<file path="src/rtl/uart_tx_sched.sv">
// uart_tx_sched: four-way packet-locking round-robin scheduler
// feeding one shared UART transmitter.
module uart_tx_sched #(
  parameter int HOLD_TIMEOUT = 1023
) (
  input  logic        clk,
  input  logic        rst_n,
  input  logic [3:0]  req,
  input  logic [31:0] req_data,
  input  logic [3:0]  req_last,
  output logic [3:0]  ack,
  output logic [7:0]  tx_data,
  output logic        tx_start,
  input  logic        tx_busy,
  output logic        gnt_valid,
  output logic [1:0]  gnt_id,
  output logic        timeout
);

  localparam int CW =
    (HOLD_TIMEOUT < 1) ? 1 : $clog2(HOLD_TIMEOUT + 1);
  localparam logic [CW-1:0] CNT_END = CW'(HOLD_TIMEOUT - 1);

  typedef enum logic [1:0] {
    IDLE,
    WAIT_BUSY,
    WAIT_DONE,
    HOLD
  } state_e;

  state_e        state_q, state_d;
  logic [1:0]    ptr_q, ptr_d;
  logic [7:0]    tx_data_q, tx_data_d;
  logic          tx_start_q, tx_start_d;
  logic [3:0]    ack_q, ack_d;
  logic          gnt_valid_q, gnt_valid_d;
  logic [1:0]    gnt_id_q, gnt_id_d;
  logic          timeout_q, timeout_d;
  logic [CW-1:0] cnt_q, cnt_d;
  logic          last_q, last_d;
  logic          arm_q, arm_d;

  logic          win_found;
  logic [1:0]    win_id;
  logic          launch;
  logic [1:0]    lid;

  // Lowest rotation offset from ptr wins, so scan downward.
  always_comb begin
    win_found = 1'b0;
    win_id    = ptr_q;
    for (int k = 3; k >= 0; k--) begin
      if (req[ptr_q + 2'(k)]) begin
        win_found = 1'b1;
        win_id    = ptr_q + 2'(k);
      end
    end
  end

  always_comb begin
    state_d     = state_q;
    ptr_d       = ptr_q;
    tx_data_d   = tx_data_q;
    tx_start_d  = 1'b0;
    ack_d       = 4'b0000;
    gnt_valid_d = gnt_valid_q;
    gnt_id_d    = gnt_id_q;
    timeout_d   = 1'b0;
    cnt_d       = '0;
    last_d      = last_q;
    arm_d       = 1'b1;
    launch      = 1'b0;
    lid         = gnt_id_q;

    unique case (state_q)
      IDLE: begin
        // arm_q keeps the first edge after reset from launching
        if (arm_q && win_found && !tx_busy) begin
          launch = 1'b1;
          lid    = win_id;
        end
      end
      WAIT_BUSY: begin
        if (tx_busy) state_d = WAIT_DONE;
      end
      WAIT_DONE: begin
        if (!tx_busy) begin
          if (last_q) begin
            state_d     = IDLE;
            gnt_valid_d = 1'b0;
            ptr_d       = gnt_id_q + 2'd1;
          end else begin
            state_d = HOLD;
          end
        end
      end
      HOLD: begin
        if (req[gnt_id_q]) begin
          launch = 1'b1;
        end else if (cnt_q == CNT_END) begin
          timeout_d   = 1'b1;
          gnt_valid_d = 1'b0;
          ptr_d       = gnt_id_q + 2'd1;
          state_d     = IDLE;
        end else begin
          cnt_d = cnt_q + CW'(1);
        end
      end
      default: state_d = IDLE;
    endcase

    if (launch) begin
      tx_data_d   = req_data[{lid, 3'b000} +: 8];
      tx_start_d  = 1'b1;
      ack_d[lid]  = 1'b1;
      gnt_id_d    = lid;
      gnt_valid_d = 1'b1;
      last_d      = req_last[lid];
      state_d     = WAIT_BUSY;
    end
  end

  always_ff @(posedge clk or negedge rst_n) begin
    if (!rst_n) begin
      state_q     <= IDLE;
      ptr_q       <= 2'd0;
      tx_data_q   <= 8'h00;
      tx_start_q  <= 1'b0;
      ack_q       <= 4'b0000;
      gnt_valid_q <= 1'b0;
      gnt_id_q    <= 2'd0;
      timeout_q   <= 1'b0;
      cnt_q       <= '0;
      last_q      <= 1'b0;
      arm_q       <= 1'b0;
    end else begin
      state_q     <= state_d;
      ptr_q       <= ptr_d;
      tx_data_q   <= tx_data_d;
      tx_start_q  <= tx_start_d;
      ack_q       <= ack_d;
      gnt_valid_q <= gnt_valid_d;
      gnt_id_q    <= gnt_id_d;
      timeout_q   <= timeout_d;
      cnt_q       <= cnt_d;
      last_q      <= last_d;
      arm_q       <= arm_d;
    end
  end

  assign ack       = ack_q;
  assign tx_data   = tx_data_q;
  assign tx_start  = tx_start_q;
  assign gnt_valid = gnt_valid_q;
  assign gnt_id    = gnt_id_q;
  assign timeout   = timeout_q;

endmodule
</file>
<file path="config.mk">
export PLATFORM = sky130hd
export DESIGN_NAME = uart_tx_sched
export DESIGN_NICKNAME = d
export VERILOG_FILES = /design/src/rtl/uart_tx_sched.sv
export SDC_FILE = /design/constraint.sdc
export NUM_CORES = 1
export LEC_CHECK = 0
export CAP_MARGIN = 30
export CORE_MARGIN = 2
export CORE_UTILIZATION = 49
export DETAILED_ROUTE_END_ITERATION = 8
export MAX_ROUTING_LAYER = met4
export PLACE_DENSITY = 0.92
export REMOVE_ABC_BUFFERS = 1
export SLEW_MARGIN = 0
export SYNTH_ARGS = -nofsm -noshare
export SYNTH_HDL_FRONTEND = slang
export SYNTH_SLANG_ARGS = --single-unit
export TNS_END_PERCENT = 20
</file>
<file path="constraint.sdc">
create_clock -name clk -period 4.5 [get_ports clk]
set_input_delay 0.45 -clock clk [delete_from_list [all_inputs] [get_ports clk]]
set_output_delay 0.45 -clock clk [all_outputs]
set_load 0.05 [all_outputs]
</file>
==> results of run 1 <==
-- metrics by stage --
step                total power [mW]  worst slack [ps]  utilization  hold WS [ps]
global route                   1.482              1650       0.7039         525.5
floorplan                     0.9474              2058            -         154.4
finish                         1.398              1829       0.7039         501.7
CTS                            1.403              1846       0.7039         501.8
global placement               1.155              1378       0.6770         472.8
detailed placement             1.187              1528       0.6811         478.8
-- routing by layer --
metal | share of wire | wire [µm] | up-vias | global-route usage
met5 | 0 | 0 | - | -
met4 | 0.013 | 53 | 0 | 0.08073
met3 | 0.048 | 197 | 5 | 0.05651
met2 | 0.53 | 2202 | 45 | 0.3571
met1 | 0.41 | 1682 | 746 | 0.2547
li1 | - | - | 734 | -
-- area by class of cell --
class | instances | area (µm²)
fillers | 281 | 1076
flip-flops and latches | 33 | 825.8
clock buffers | 6 | 72.57
inverters | 8 | 30.03
well taps | 48 | 60.06
repair buffers | 61 | 613.1
clock inverters | 2 | 10.01
multi-input cells | 125 | 945.9
-- critical path, stage by stage --
cell and delay [ps]:
clkdlybuf4s50_1 580, nor4_1 80, or3_1 490, o31ai_4 630, buf_8 240, mux2i_1 240
o221ai_2 120
-- registers in the layout, indices dropped and copies added, names as in the netlist, 2 cells and up --
register,cells
cnt_q,10
ptr_q,2
gnt_id,2
tx_data,8
state_q,2
ack,4
-- placed cells by master (no fill, tap or decap), types with 2 or more instances in the layout --
cell	count
o221ai_2	9
nand3b_1	2
nand2_1	26
o21ai_0	3
and4_1	2
clkinv_2	2
clkbuf_8	5
mux2i_1	19
inv_1	8
nand4_1	2
xor2_1	5
o22ai_1	2
ha_1	6
a221oi_1	2
xnor2_1	3
and3_1	2
o31ai_4	2
nand2b_1	2
dfrtp_1	33
a21oi_1	3
or3_1	2
nor2_1	16
clkdlybuf4s50_1	59
nand3_1	2
-- report_power, final --
group	leakage (nW)	total [mW]	internal [mW]	switching, mW
logic	0.587	0.745	0.297	0.448
clock network	0.0450	0.216	0.107	0.109
registers	0.436	0.436	0.374	0.0626
total	1.07	1.40	0.778	0.619
-- logic make-up (layout without fill, tap and decap cells) --
logic type      Yosys count  count (layout)  synth area share
fa+ha+maj                 6               6           0.04057
other cells               1               1          0.002026
compound gates           28              28            0.1575
buf+inv                  13              77           0.04259
xor+xnor                  8               8           0.03786
mux                      20              20            0.1170
flops                    33              33            0.4462
simple gates             62              62            0.1562
-- worst paths after layout --
kind | startpoint | to | slack, ps
worst min register to register | tx_data[6]$_DFFE_PN0P_ | tx_data[6]$_DFFE_PN0P_ | 500
worst max register to register | gnt_id[0]$_DFFE_PN0P_ | tx_data[2]$_DFFE_PN0P_ | 1970
worst min-delay path | tx_data[6]$_DFFE_PN0P_ | tx_data[6]$_DFFE_PN0P_ | 500
min in group asynchronous | rst_n | timeout$_DFF_PN0_ | 550
max in group asynchronous | rst_n | ptr_q[1]$_DFFE_PN0P_ | 3650
worst max-delay path | req[2] | tx_data[4]$_DFFE_PN0P_ | 1830
==> parameters.txt, run 1 <==
Parameter                              Value

Outcome
  Outcome    finished, final reports clean

Power
  Maximum vdd ir drop    0.3604 mV
  Power Density    546.5 mW/mm²
  Leakage power    1.067 nW

Placed design
  Placed Instances    275
  DP HPWL    3168 µm
  IO Port Bufs    59
  Cell area reported after detailed placement    0.002475 mm²
  Gpl congestion    0.8381

Global routing
  Wire length of the first global-routing pass    6686 µm
  Gr usage total    0.2161
  Antenna violations before repair    0
  Number of global-route vias before repair    1466
  Largest net degree at the start of global routing    34
  Total global routing overflow    0

Floorplanning
  Placement row count    22
  Starting utilization of the core area    0.5093
  Ports    60
  Die span in x    65.46 µm
  Area of the core region    0.003633 mm²
  Height of the die    65.46 µm
  Die area    0.004284 mm²

Detailed routing
  Antenna viol nets, final    0
  Avg Vias per Cell    5.406
  Drc violations    0
  Wire length per cell    14.61 µm
  Number of DRC markers after the initial detailed-route iteration    88
  Initial DRT Pass Iterations    4
  Routed via count    1530
  WL final    4135 µm

Clock tree
  CTS H-tree lvls    2
  Number of clock sinks    33
  Clock root buffer    clkbuf_8
  Number of buffers created by CTS    5
  Number of buffers added to fix hold violations after cts    0
  TritonCTS clock tree    built
  Post-CTS clock slew at the launch and capture registers of the worst setup and hold paths    70 ps
  Maximum root-to-sink buffer count    2
  Resized Gates After CTS    0
  Post-CTS setup buffers    0
  Worst skew pair latency    290 ps

STA
  Tightest slew margin relative to the limit    0.5855
  Max Clk Rate    0.3743 GHz
  Largest clock skew in the final design    8.820 ps
  Actual slew at the worst max-slew pin    621.8 ps
  Final cycle utilization of the critical path    0.5937
  Post-route setup TNS    0 ps
  Final period demand of the worst path    2671 ps
  RSZ-0062 raised after global routing    false
  Max-slew violations    0
  Hold Violations, Final    0
  Setup-failing EPs final    0

Critical path
  Worst reg-to-reg path cell count    5
  Data required time at the worst endpoint    4660 ps
  Worst Setup Path Type    primary input to flip-flop
  Largest fanout on the critical path    11
  Arrival time of the worst setup path    2830 ps
  Startpoint types    primary input
  Capturing element type of the critical path    flip-flop

Synth
  Avg Cell Area, Syn    10.82 µm²
  Flip-flop and latch count after synthesis    33
  Dominant cell by count in the synthesized netlist    dfrtp_1
  Most instantiated flip-flop cell in the synthesis netlist    dfrtp_1
  Register area share after synthesis    0.4462
  Syn Inst Count    171
  Dominant cells by area after synthesis    dfrtp_1, mux2i_1, o221ai_2
  Post-synthesis async set-or-reset flop share    1.000
  Post-synth top cells    dfrtp_1, nand2_1, mux2i_1
  Number of distinct library cells after synthesis    38
  Synthesized area    0.001851 mm²
  Area leader, netlist    dfrtp_1
  Area share of the largest cell type after synthesis    0.4462
  Number of enable flip-flop cells after synthesis    0
  Number of warnings printed during yosys synthesis    0

Finish
  Design Area, Final    0.002557 mm²
  Proportion of layout cells with a drive suffix above 1    0.09362
  Final antenna diode count    0
  Final Instance Count excl. Fillers    283
  Net count of the finished layout    283
  Area added between synthesis and finish    38.20%

Run
  Count of max-cap constraint violations    0

Hold path
  Worst hold path class    flip-flop to flip-flop
  Number of stages on the worst hold path    2
Power figures use the tool's default switching activity.
==> run 2, diff against run 1 <==
--- a/config.mk
+++ b/config.mk
@@ -7,10 +7,10 @@
 export LEC_CHECK = 0
 export CAP_MARGIN = 30
 export CORE_MARGIN = 2
-export CORE_UTILIZATION = 49
+export CORE_UTILIZATION = 46
 export DETAILED_ROUTE_END_ITERATION = 8
 export MAX_ROUTING_LAYER = met4
-export PLACE_DENSITY = 0.92
+export PLACE_DENSITY = 0.88
 export REMOVE_ABC_BUFFERS = 1
 export SLEW_MARGIN = 0
 export SYNTH_ARGS = -nofsm -noshare
==> constraint.sdc (replaced) <==
create_clock -name clk -period 2.6 [get_ports clk]
set_input_delay 0.26 -clock clk [delete_from_list [all_inputs] [get_ports clk]]
set_output_delay 0.26 -clock clk [all_outputs]
set_load 0.05 [all_outputs]
==> parameters.txt, run 2 (synthesis gave the netlist of run 1 again) <==
Parameter                              Value

Clock tree
  CTS H-tree lvls    2
  Post-CTS setup buffers    0
  Worst skew pair latency    290 ps
  TritonCTS clock tree    built
  Resized Gates After CTS    0
  Maximum root-to-sink buffer count    2
  Post-CTS clock slew at the launch and capture registers of the worst setup and hold paths    70 ps
  Number of buffers created by CTS    5
  Clock root buffer    clkbuf_8
  Number of clock sinks    33
  Number of buffers added to fix hold violations after cts    0

STA
  RSZ-0062 raised after global routing    false
  Setup-failing EPs final    0
  Hold Violations, Final    0
  Max-slew violations    0
  Max Clk Rate    0.4495 GHz
  Smallest setup slack after layout    375.2 ps
  Final period demand of the worst path    2225 ps
  Final cycle utilization of the critical path    0.8557
  Post-route setup TNS    0 ps
  Largest clock skew in the final design    7.842 ps
  Actual slew at the worst max-slew pin    525.0 ps
  Tightest slew margin relative to the limit    0.6489
  Hold slack    366.5 ps

Global routing
  Largest net degree at the start of global routing    34
  Antenna violations before repair    0
  Total global routing overflow    0
  Gr usage total    0.2153
  Wire length of the first global-routing pass    6893 µm
  Number of global-route vias before repair    1429

Finish
  Area added between synthesis and finish    42.06%
  Proportion of layout cells with a drive suffix above 1    0.1088
  Max FFs per register    10
  Net count of the finished layout    287
  Design Area, Final    0.002629 mm²
  Final antenna diode count    0
  Register with the highest flop count    cnt_q
  Most frequent standard cell in the layout excluding fill and tap cells    clkdlybuf4s50_1
  Layout fillers    301
  Final core area utilization    0.6668
  Sequential cell area    825.8 µm²
  Multi-input gate area    945.9 µm²
  Final Instance Count excl. Fillers    289
  Most frequent cells in the layout    clkdlybuf4s50_1, dfrtp_1, nand2_1

Power
  Power Density    979.5 mW/mm²
  Total design power    2.575 mW
  Maximum vdd ir drop    0.6539 mV
  Leakage power    1.099 nW

Critical path
  Source of the worst register-to-register timing path    state_q[0]$_DFFE_PN0P_
  Crit path from    state_q[0]$_DFFE_PN0P_
  Startpoint types    flip-flop
  Cell Chain, Critical Path    inv_1 > ha_1 > nand2_1 > or3_1 > o31ai_4 > or2_1 > buf_4 > o221ai_2
  Arrival time of the worst setup path    2380 ps
  Worst reg-to-reg path cell count    8
  Endpoint of the worst-slack reg-to-reg timing path    tx_data[2]$_DFFE_PN0P_
  Register-to-register path setup slack    380 ps
  Worst Setup EP    tx_data[2]$_DFFE_PN0P_
  Delay contributed by the slowest stage of the critical path    460 ps
  Highest-delay cell along the critical path    o31ai_4
  Largest fanout on the critical path    9
  Capturing element type of the critical path    flip-flop
  Worst Setup Path Type    flip-flop to flip-flop
  Data required time at the worst endpoint    2760 ps

Floorplanning
  Starting utilization of the core area    0.4694
  Ports    60
  Area of the core region    0.003943 mm²
  Height of the die    67.43 µm
  Die area    0.004546 mm²
  Die span in x    67.43 µm
  Placement row count    23

Detailed routing
  Drc violations    0
  Initial DRT Pass Iterations    4
  Avg Vias per Cell    5.308
  Wire length per cell    14.77 µm
  Number of DRC markers after the initial detailed-route iteration    75
  WL final    4269 µm
  Routed via count    1534
  Antenna viol nets, final    0

Placed design
  IO Port Bufs    59
  Post-placement worst setup slack    156.6 ps
  Gpl congestion    0.8154
  Cell area reported after detailed placement    0.002512 mm²
  DP HPWL    3205 µm
  Placed Instances    281

Hold path
  Worst hold path class    primary input to async pin

Outcome
  Outcome    finished, final reports clean

Run
  Count of max-cap constraint violations    0
-- run 2: worst max-delay path, delay by kind of cell, from the launching register on --
kind                     cells  cell delay, ps
AO/OA/AOI/OAI                2             590
adder cells (fa/ha/maj)      1             160
buffers and inverters        2             300
flip-flops                   1             410
AND/OR/NAND/NOR              3             650
-- run 2: power by group --
part           switching (mW)  internal (mW)
Sequential              0.111          0.647
Clock                   0.186          0.312
Combinational           0.776          0.543
Total                    1.07           1.50
-- run 2: how the worst min path moves through the flow --
| stage | end | slack, ps |
|---|---|---|
| detailed placement | gnt_valid$_DFFE_PN0P_ | 470 |
| CTS | cnt_q[4]$_DFF_PN0_ | 380 |
| floorplan | ack[0]$_DFF_PN0_ | -40 |
| global route | cnt_q[7]$_DFF_PN0_ | 410 |
| global placement | gnt_valid$_DFFE_PN0P_ | 470 |
| finish | cnt_q[4]$_DFF_PN0_ | 370 |
-- run 2: area by class of cell --
class	instances	share of cell area
inverter	8	0.01142
clock inverter	1	0.01142
timing repair buffer	65	0.2465
multi-input combinational	125	0.3598
clock buffer	7	0.03284
sequential	33	0.3141
tap	50	0.02380
-- run 2: metal layers --
layer	global-route usage	routed length, µm	up-vias
met1	0.2585	1726	742
met5	-	0	-
met4	0.06888	83	0
met3	0.06167	197	12
li1	-	-	738
met2	0.3502	2262	42
==> run 3, diff against run 2 <==
--- a/config.mk
+++ b/config.mk
@@ -11,6 +11,7 @@
 export DETAILED_ROUTE_END_ITERATION = 8
 export MAX_ROUTING_LAYER = met4
 export PLACE_DENSITY = 0.88
+export RECOVER_POWER = 50
 export REMOVE_ABC_BUFFERS = 1
 export SLEW_MARGIN = 0
 export SYNTH_ARGS = -nofsm -noshare
==> parameters.txt, run 3 (synthesis gave the netlist of run 1 again) <==
Parameter                              Value

Outcome
  Outcome    finished with violations
  Failing checks    max-capacitance violations, max-slew violations

Power
  Total design power    2.565 mW
  Leakage power    1.118 nW
  Maximum vdd ir drop    0.6538 mV
  Power Density    977.2 mW/mm²

Global routing
  Gr usage total    0.2153
  Number of global-route vias before repair    1429
  Largest net degree at the start of global routing    34
  Wire length of the first global-routing pass    6893 µm
  Antenna violations before repair    0
  Total global routing overflow    0

Critical path
  Worst reg-to-reg path cell count    8
  Data required time at the worst endpoint    2760 ps
  Count of cell instances traversed by the critical path    8
  Count of buffering cells on the critical path with inverters included    2
  Source of the worst register-to-register timing path    state_q[0]$_DFFE_PN0P_
  Arrival time of the worst setup path    2390 ps
  Worst Setup EP    tx_data[3]$_DFFE_PN0P_
  Cell Chain, Critical Path    inv_1 > ha_1 > nand2_1 > or3_1 > o31ai_4 > buf_12 > mux2i_1 > o221ai_2
  Register-to-register path setup slack    370 ps
  Delay contributed by the slowest stage of the critical path    440 ps
  Capturing element type of the critical path    flip-flop
  Worst Setup Path Type    flip-flop to flip-flop
  Crit path from    state_q[0]$_DFFE_PN0P_
  Endpoint of the worst-slack reg-to-reg timing path    tx_data[3]$_DFFE_PN0P_
  Highest-delay cell along the critical path    or3_1
  Largest fanout on the critical path    20
  Family with the most delay on the worst path    simple AND/OR/NAND/NOR gates
  Startpoint types    flip-flop

Clock tree
  TritonCTS clock tree    built
  Worst skew pair latency    290 ps
  Number of buffers added to fix hold violations after cts    0
  Number of clock sinks    33
  CTS H-tree lvls    2
  Clock root buffer    clkbuf_8
  Post-CTS clock slew at the launch and capture registers of the worst setup and hold paths    70 ps
  Maximum root-to-sink buffer count    2
  Resized Gates After CTS    0
  Post-CTS setup buffers    0
  Number of buffers created by CTS    5

STA
  Actual slew at the worst max-slew pin    1685 ps
  Hold slack    501.3 ps
  Tightest slew margin relative to the limit    -0.1231
  Setup-failing EPs final    0
  RSZ-0062 raised after global routing    false
  Hold Violations, Final    0
  Post-route setup TNS    0 ps
  Final period demand of the worst path    2225 ps
  Largest clock skew in the final design    7.842 ps
  Max Clk Rate    0.4493 GHz
  Max-slew violations    34
  Final cycle utilization of the critical path    0.8560

Floorplanning
  Die span in x    67.43 µm
  Area of the core region    0.003943 mm²
  Die area    0.004546 mm²
  Height of the die    67.43 µm
  Ports    60
  Placement row count    23
  Starting utilization of the core area    0.4694

Detailed routing
  Antenna viol nets, final    0
  Avg Vias per Cell    5.308
  Routed via count    1534
  WL final    4273 µm
  Wire length per cell    14.79 µm
  Drc violations    0
  Initial DRT Pass Iterations    4
  Number of DRC markers after the initial detailed-route iteration    75

Placed design
  DP HPWL    3205 µm
  IO Port Bufs    59
  Placed Instances    281
  Cell area reported after detailed placement    0.002512 mm²
  Gpl congestion    0.8154

Finish
  Area added between synthesis and finish    41.85%
  Max FFs per register    10
  Final Instance Count excl. Fillers    289
  Most frequent standard cell in the layout excluding fill and tap cells    clkdlybuf4s50_1
  Proportion of layout cells with a drive suffix above 1    0.1046
  Design Area, Final    0.002625 mm²
  Most frequent cells in the layout    clkdlybuf4s50_1, dfrtp_1, nand2_1
  Register with the highest flop count    cnt_q
  Net count of the finished layout    287
  Final antenna diode count    0

Run
  Count of max-cap constraint violations    1

Hold path
  Worst hold path class    flip-flop to flip-flop
==> run 3: worst min path at each step <==
| stage | from | cells after the start | slack, ps | end |
|---|---|---|---|---|
| after global placement | gnt_valid$_DFFE_PN0P_ | 2 | 470 | gnt_valid$_DFFE_PN0P_ |
| after detailed placement | gnt_valid$_DFFE_PN0P_ | 2 | 470 | gnt_valid$_DFFE_PN0P_ |
| final | tx_data[0]$_DFFE_PN0P_ | 2 | 500 | tx_data[0]$_DFFE_PN0P_ |
| after floorplan | rst_n | 0 | -40 | ack[0]$_DFF_PN0_ |
| after CTS | rst_n | 2 | 380 | cnt_q[4]$_DFF_PN0_ |
| after global routing | tx_data[7]$_DFFE_PN0P_ | 2 | 520 | tx_data[7]$_DFFE_PN0P_ |
==> run 3: final cells by class <==
class / count / area (µm²)
Clock buffer: 7 / 86.33
Sequential cell: 33 / 825.8
Clock inverter: 1 / 30.03
Multi-Input combinational cell: 125 / 945.9
Inverter: 8 / 30.03
Tap cell: 50 / 62.56
Fill cell: 303 / 1318
Timing Repair Buffer: 65 / 644.4
==> run 3: where the power goes <==
group          switching (mW)  internal, mW
Clock                   0.185         0.312
Sequential              0.111         0.647
Combinational           0.775         0.535
Total                    1.07          1.49
==> run 3: routing by layer <==
layer | track usage | wire (µm) | vias up
met1 | 0.2585 | 1730 | 744
met2 | 0.3502 | 2263 | 40
met5 | - | 0 | -
met3 | 0.06167 | 196 | 12
met4 | 0.06888 | 83 | 0
li1 | - | - | 738
==> run 3: worst reg2reg max path: stages, from the launching register on <==
cell and delay (ps):
dfrtp_1 410, inv_1 110, ha_1 160, nand2_1 50
or3_1 440, o31ai_4 320, buf_12 210, mux2i_1 290
o221ai_2 120
==> run 3: through the flow <==
step | worst slack, ps | util
final | 374.5 | 0.6658
after global routing | 210.6 | 0.6658
after CTS | 367.8 | 0.6668
after detailed placement | 156.6 | 0.6373
after global placement | 213.0 | 0.6373
after floorplan | 158.1 | -
